===== src/rtl/pwl_pkg.sv =====
// rtl/pwl_pkg.sv - shared types, GELU default segment table and saturation helper for the PWL activation unit
package pwl_pkg;

    localparam int PWL_DATA_W  = 8;
    localparam int PWL_NUM_SEG = 4;
    localparam int PWL_SH_W    = 3;

    typedef enum logic [1:0] {
        KIND_CONST = 2'd0,
        KIND_ADD   = 2'd1,
        KIND_SUB   = 2'd2,
        KIND_IDENT = 2'd3
    } kind_e;

    typedef struct packed {
        logic signed [PWL_DATA_W-1:0] bp;
        kind_e                        kind;
        logic        [PWL_SH_W-1:0]   sh;
        logic signed [PWL_DATA_W-1:0] off;
    } seg_t;

    // Q3.5 GELU approximation; the last breakpoint is never compared
    localparam seg_t GELU_TABLE [PWL_NUM_SEG] = '{
        '{bp: -8'sd80, kind: KIND_CONST, sh: 3'd0, off:  8'sd0},
        '{bp: -8'sd16, kind: KIND_SUB,   sh: 3'd4, off: -8'sd1},
        '{bp:  8'sd0,  kind: KIND_ADD,   sh: 3'd2, off: -8'sd5},
        '{bp:  8'sd0,  kind: KIND_IDENT, sh: 3'd0, off:  8'sd0}
    };

    function automatic seg_t gelu_default(input int idx);
        seg_t s;
        s = '{bp: '0, kind: KIND_IDENT, sh: '0, off: '0};
        if (idx < PWL_NUM_SEG) begin
            s = GELU_TABLE[idx];
        end
        return s;
    endfunction

    function automatic int pwl_saturate(input int r, input int w);
        int hi;
        int lo;
        hi = (1 << (w - 1)) - 1;
        lo = -(1 << (w - 1));
        if (r > hi) begin
            return hi;
        end
        if (r < lo) begin
            return lo;
        end
        return r;
    endfunction

endpackage


===== src/rtl/pwl_seg_eval.sv =====
// rtl/pwl_seg_eval.sv - combinational second-stage datapath: shift, add/sub against offset, saturate
module pwl_seg_eval
    import pwl_pkg::*;
#(
    parameter int DATA_W = PWL_DATA_W,
    parameter int SH_W   = PWL_SH_W
) (
    input  logic signed [DATA_W:0]   d_i,
    input  kind_e                    kind_i,
    input  logic        [SH_W-1:0]   sh_i,
    input  logic signed [DATA_W-1:0] off_i,
    input  logic signed [DATA_W-1:0] x_i,
    output logic signed [DATA_W-1:0] y_o,
    output logic                     sat_o
);

    logic signed [DATA_W:0]   t;
    logic signed [DATA_W+1:0] off_x;
    logic signed [DATA_W+1:0] t_x;
    logic signed [DATA_W+1:0] r;
    int                       r_int;
    int                       s_int;

    assign t     = d_i >>> sh_i;
    assign off_x = {{2{off_i[DATA_W-1]}}, off_i};
    assign t_x   = {t[DATA_W], t};

    always_comb begin
        r = off_x;
        case (kind_i)
            KIND_CONST: r = off_x;
            KIND_ADD:   r = off_x + t_x;
            KIND_SUB:   r = off_x - t_x;
            KIND_IDENT: r = {{2{x_i[DATA_W-1]}}, x_i};
            default:    r = off_x;
        endcase
        r_int = int'(r);
        s_int = pwl_saturate(r_int, DATA_W);
        y_o   = DATA_W'(s_int);
        sat_o = (s_int != r_int);
    end

endmodule


===== src/rtl/pwl_act_pipe.sv =====
// rtl/pwl_act_pipe.sv - two-stage piecewise-linear activation with programmable segment table and stream handshake
module pwl_act_pipe
    import pwl_pkg::*;
#(
    parameter int DATA_W  = PWL_DATA_W,
    parameter int NUM_SEG = PWL_NUM_SEG,
    parameter int SH_W    = PWL_SH_W,
    parameter int IDX_W   = $clog2(NUM_SEG)
) (
    input  logic                     clk,
    input  logic                     reset,
    input  logic                     in_valid,
    output logic                     in_ready,
    input  logic signed [DATA_W-1:0] x_in,
    output logic                     out_valid,
    input  logic                     out_ready,
    output logic signed [DATA_W-1:0] y_out,
    output logic                     sat_flag,
    input  logic                     cfg_we,
    input  logic        [IDX_W-1:0]  cfg_idx,
    input  logic signed [DATA_W-1:0] cfg_bp,
    input  logic        [1:0]        cfg_kind,
    input  logic        [SH_W-1:0]   cfg_sh,
    input  logic signed [DATA_W-1:0] cfg_off
);

    localparam logic signed [DATA_W-1:0] SAMPLE_MIN = {1'b1, {(DATA_W-1){1'b0}}};

    logic signed [DATA_W-1:0] bp_q   [NUM_SEG];
    kind_e                    kind_q [NUM_SEG];
    logic        [SH_W-1:0]   sh_q   [NUM_SEG];
    logic signed [DATA_W-1:0] off_q  [NUM_SEG];
    seg_t                     seg_dflt [NUM_SEG];

    logic                     run_q;
    logic                     s1_valid_q, s1_valid_d;
    logic signed [DATA_W:0]   s1_d_q, s1_d_d;
    kind_e                    s1_kind_q;
    logic        [SH_W-1:0]   s1_sh_q;
    logic signed [DATA_W-1:0] s1_off_q;
    logic signed [DATA_W-1:0] s1_x_q;
    logic                     out_valid_q, out_valid_d;
    logic signed [DATA_W-1:0] y_q;
    logic                     sat_q;

    logic                     s2_load;
    logic                     accept;
    logic        [IDX_W-1:0]  sel_idx;
    logic signed [DATA_W-1:0] sel_base;
    logic signed [DATA_W-1:0] eval_y;
    logic                     eval_sat;
    logic                     idx_ok;

    always_comb begin
        for (int i = 0; i < NUM_SEG; i++) begin
            seg_dflt[i] = gelu_default(i);
        end
    end

    // Descending scan so the lowest matching segment wins, even for a non-ascending table
    always_comb begin
        sel_idx  = IDX_W'(NUM_SEG - 1);
        sel_base = bp_q[NUM_SEG-2];
        for (int i = NUM_SEG - 2; i >= 1; i--) begin
            if (x_in < bp_q[i]) begin
                sel_idx  = IDX_W'(i);
                sel_base = bp_q[i-1];
            end
        end
        if (x_in < bp_q[0]) begin
            sel_idx  = '0;
            sel_base = SAMPLE_MIN;
        end
        s1_d_d = {x_in[DATA_W-1], x_in} - {sel_base[DATA_W-1], sel_base};
    end

    assign s2_load     = ~out_valid_q | out_ready;
    assign in_ready    = run_q & (~s1_valid_q | s2_load) & ~cfg_we;
    assign accept      = in_valid & in_ready;
    assign s1_valid_d  = accept | (s1_valid_q & ~s2_load);
    assign out_valid_d = s2_load ? s1_valid_q : out_valid_q;
    assign idx_ok      = ({1'b0, cfg_idx} < (IDX_W+1)'(NUM_SEG));

    always_ff @(posedge clk or negedge reset) begin
        if (!reset) begin
            for (int i = 0; i < NUM_SEG; i++) begin
                bp_q[i]   <= DATA_W'(seg_dflt[i].bp);
                kind_q[i] <= seg_dflt[i].kind;
                sh_q[i]   <= SH_W'(seg_dflt[i].sh);
                off_q[i]  <= DATA_W'(seg_dflt[i].off);
            end
        end else if (cfg_we && idx_ok) begin
            bp_q[cfg_idx]   <= cfg_bp;
            kind_q[cfg_idx] <= kind_e'(cfg_kind);
            sh_q[cfg_idx]   <= cfg_sh;
            off_q[cfg_idx]  <= cfg_off;
        end
    end

    // S1 captures the segment parameters so a later table write cannot affect it
    always_ff @(posedge clk or negedge reset) begin
        if (!reset) begin
            run_q      <= 1'b0;
            s1_valid_q <= 1'b0;
            s1_d_q     <= '0;
            s1_kind_q  <= KIND_CONST;
            s1_sh_q    <= '0;
            s1_off_q   <= '0;
            s1_x_q     <= '0;
        end else begin
            run_q      <= 1'b1;
            s1_valid_q <= s1_valid_d;
            if (accept) begin
                s1_d_q    <= s1_d_d;
                s1_kind_q <= kind_q[sel_idx];
                s1_sh_q   <= sh_q[sel_idx];
                s1_off_q  <= off_q[sel_idx];
                s1_x_q    <= x_in;
            end
        end
    end

    pwl_seg_eval #(
        .DATA_W (DATA_W),
        .SH_W   (SH_W)
    ) u_eval (
        .d_i    (s1_d_q),
        .kind_i (s1_kind_q),
        .sh_i   (s1_sh_q),
        .off_i  (s1_off_q),
        .x_i    (s1_x_q),
        .y_o    (eval_y),
        .sat_o  (eval_sat)
    );

    always_ff @(posedge clk or negedge reset) begin
        if (!reset) begin
            out_valid_q <= 1'b0;
            y_q         <= '0;
            sat_q       <= 1'b0;
        end else begin
            out_valid_q <= out_valid_d;
            if (s2_load && s1_valid_q) begin
                y_q   <= eval_y;
                sat_q <= eval_sat;
            end
        end
    end

    assign out_valid = out_valid_q;
    assign y_out     = y_q;
    assign sat_flag  = sat_q;

endmodule


===== config.mk =====
export PLATFORM = sky130hd
export DESIGN_NAME = pwl_act_pipe
export DESIGN_NICKNAME = d
export VERILOG_FILES = /design/src/rtl/pwl_pkg.sv /design/src/rtl/pwl_seg_eval.sv /design/src/rtl/pwl_act_pipe.sv
export SDC_FILE = /design/constraint.sdc
export NUM_CORES = 1
export LEC_CHECK = 0
export CAP_MARGIN = 5
export CORE_MARGIN = 2
export CORE_UTILIZATION = 60
export CTS_CLUSTER_DIAMETER = 50
export DETAILED_ROUTE_END_ITERATION = 10
export PLACE_DENSITY = 0.8
export SLEW_MARGIN = 20
export SYNTH_ARGS = -nofsm -noshare
export SYNTH_HDL_FRONTEND = slang
export SYNTH_SLANG_ARGS = --single-unit

===== constraint.sdc =====
create_clock -name clk -period 6.3 [get_ports clk]
set_input_delay 0.945 -clock clk [delete_from_list [all_inputs] [get_ports clk]]
set_output_delay 0.945 -clock clk [all_outputs]
set_load 0.02 [all_outputs]

==> metrics.md <==
| Metric | Value |
|---|---|
| Status | `completed` |
| Synth top area cells | `dfrtp_1, mux2_2, dfstp_2` |
| Setup repair after global routing missed its margin | `false` |
| DRT iter0 DRCs | `405` |
| Synth warn | `0` |
| Syn avg cell area | `10.6 sq um` |
| WS Path Type | `in2reg` |
| XOR/XNOR share of the synthesized area | `0.0247` |
| Post-synthesis cell type count | `60` |
| Synth cell count leaders | `dfrtp_1, mux2_2, nand2_1` |
| Root buf cell | `clkbuf_16` |
| Total Neg Setup Slack | `0 ps` |
| Number of port buffers | `46` |
| Finished Core Util | `0.718` |
| Die ar. | `12700 sq um` |
| Routed wire per std cell | `19.1 um` |
| Area Overhead vs Synth | `16.1%` |
| Sw power | `1940 uW` |
| Final hold slack | `491 ps` |
| Drt drc | `0` |
| Required time worst endpoint | `6570 ps` |
| Synth Register Bits | `118` |
| Setup Viol. Count Final | `0` |
| Worst setup startpoint | `x_in[1]` |
| Total grt overflow | `0` |
| Setup Buffers After CTS | `0` |
| Post-synthesis adder-cell area fraction | `0.0815` |
| H-tree depth | `4` |
| Hold_buf cts | `0` |
| Mapped Cells | `672` |
| Total GRT Usage | `0.276` |
| Syn Nets | `753` |
| First-pass GRT wire length | `27700 um` |
| Critical Path Fanout Max | `19` |
| Top_reg_cell synth | `dfrtp_1` |
| Largest family of logic cells by synthesized area | `compound AO/OA/AOI/OAI gates` |
| Max-slew violations | `0` |
| Placer Congestion | `0.892` |
| Clock sinks | `118` |
| Minimum clock period | `5260 ps` |
| Die width | `113 um` |
| Peak supply drop | `0.807 mV` |
| FMAX | `0.190 GHz` |
| Worst EP arrival | `5530 ps` |
| Clk_skew | `8.80 ps` |
| CTS clk-pin slew, worst paths | `50 ps` |
| Antenna fix cells | `0` |
| Mux share of post-synthesis cell area | `0.153` |
| Synth area leader | `dfrtp_1` |
| Sequential power share | `0.248` |
| Pleak | `0.00368 uW` |
| Placed Area | `7610 sq um` |
| Slew headroom | `0.361` |
| Pre-Repair DR Iteration Count | `5` |
| CTS tree | `built` |
| Layout cell share with drive strength beyond 1 | `0.218` |
| Reg2Reg Depth | `18` |
| Logic gate share of total power | `0.539` |
| Initial antenna violation count | `0` |
| Post-Syn Area | `7090 sq um` |
| Net Sw Frac | `0.406` |
| Io pins | `47` |
| DR vias | `5324` |
| Hold Path Depth | `2` |
| Synth top area share | `0.318` |
| Cell with the most instances after synthesis | `dfrtp_1` |
| Crit path launch type | `primary input` |
| Antenna viol nets, final | `0` |
| Hold Crit Class | `reg2reg` |
| Number of global-route vias before repair | `5543` |
| Max clock buf depth | `2` |
| Row Count | `39` |
| Average vias per placed instance | `6.14` |
| Initial core utilization | `0.618` |
| Int Pwr | `2840 uW` |
| Design area | `8240 sq um` |
| Async set-reset flop share out of synthesis | `1.00` |
| EDFF count, synth | `0` |
| Clock share of power | `0.213` |
| PwrDens | `579 nW/um^2` |
| Post-synthesis sequential area ratio | `0.421` |
| FF-to-FF Start | `s1_sh_q[1]` |
| Final worst path period share | `0.835` |
| TritonCTS Buffers | `17` |
| Die Y | `113 um` |
| Layout Nets | `792` |
| Core area | `11500 sq um` |
| Critical Path Sink Type | `register` |
| Worst-margin pin slew | `959 ps` |
| HPWL Detailed | `11400 um` |
| Hold Violations, Final | `0` |
| Simple-gate share of the synthesized area | `0.107` |
| Worst-Skew Late Latency | `420 ps` |
| HP Start | `s1_x_q[2]` |
| Max-cap violation count | `0` |
| Largest net degree at the start of global routing | `80` |
| Final WL | `16600 um` |
| Post_cts resized | `0` |
| Synth Area in Compound Gates | `0.166` |
## worst paths after layout
path                       slack, ps        end
min in group asynchronous        500   bp_q[12]
setup reg to reg                1150   y_out[4]
max in group asynchronous       4470   sh_q[10]
hold / removal                   490  s1_x_q[2]
setup / recovery                1040  s1_d_q[7]
hold reg to reg                  490  s1_x_q[2]
## per-layer routing
metal / vias up / GRT usage / wire length, um
met3: 29 / 0.0439 / 525
met2: 120 / 0.466 / 8370
li1: 2501 / - / -
met1: 2674 / 0.365 / 7310
met5: - / 0 / 0
met4: 0 / 0.0943 / 342
## through the flow
| step | setup slack (ps) | std cells | power, uW |
|---|---|---|---|
| after floorplan | 1620 | 672 | 3130 |
| after global placement | 812 | 835 | 3570 |
| after detailed placement | 706 | 835 | 3700 |
| after CTS | 1060 | 867 | 4750 |
| after global routing | 770 | 867 | 5120 |
| final | 1040 | 867 | 4770 |
## power groups by stage
stage	clock [uW]	combinational, uW	sequential, uW
after floorplan	0	2010	1130
after global placement	0	2400	1170
after detailed placement	0	2510	1190
after CTS	1020	2550	1180
after global routing	1060	2850	1210
final	1020	2570	1180
## flip-flops by register name, indices dropped and copies added, names as in the netlist, 2 cells and up
register   cells
s1_off_q       8
sh_q          12
kind_q         8
s1_x_q         8
off_q         32
s1_d_q         9
s1_sh_q        3
bp_q          24
s1_kind_q      2
y_out          8
## cell usage in the layout (no fill, tap or decap), drive strengths merged, types with 13 or more instances in the layout
cell	instances
dfrtp	90
mux2	73
nand2	51
nor2	50
clkdlybuf4s50	45
ha	43
inv	39
o21ai	32
dfstp	28
a211oi	22
a21o	20
clkbuf	19
a31oi	17
a21boi	15
o31ai	15
xnor2	13
and2	13
## critical path, cell delays in order
cell and delay (ps):
clkdlybuf4s50_1 510, ha_1 340, a21o_1 160, a21o_1 170, a21o_1 160, a21o_1 170
a211o_1 490, and2_0 310, buf_4 260, mux2i_1 140, a211o_1 300, ha_1 310
o21ai_0 100, nand2b_1 110, a21o_1 190, a21o_1 210, a21o_1 180, a21oi_1 200
xor2_1 170, o21ai_0 90
## cell type report
class,count,area (sq um)
Multi-Input combinational cell,482,3790
Fill cell,781,3230
Sequential cell,118,2990
Timing Repair Buffer,54,518
Clock buffer,19,443
Clock inverter,13,180
Tap cell,143,179
Inverter,38,143
## cell families after synthesis
logic type	Yosys count
and+or+nand+nor	160
buffers and inverters	72
adders and majority gates	45
xor gates and xnor gates	20
muxes	91
DFF	118
other	1
AOI/OAI and AO/OA	165
Note: power is estimated with default switching activity, not from simulation.
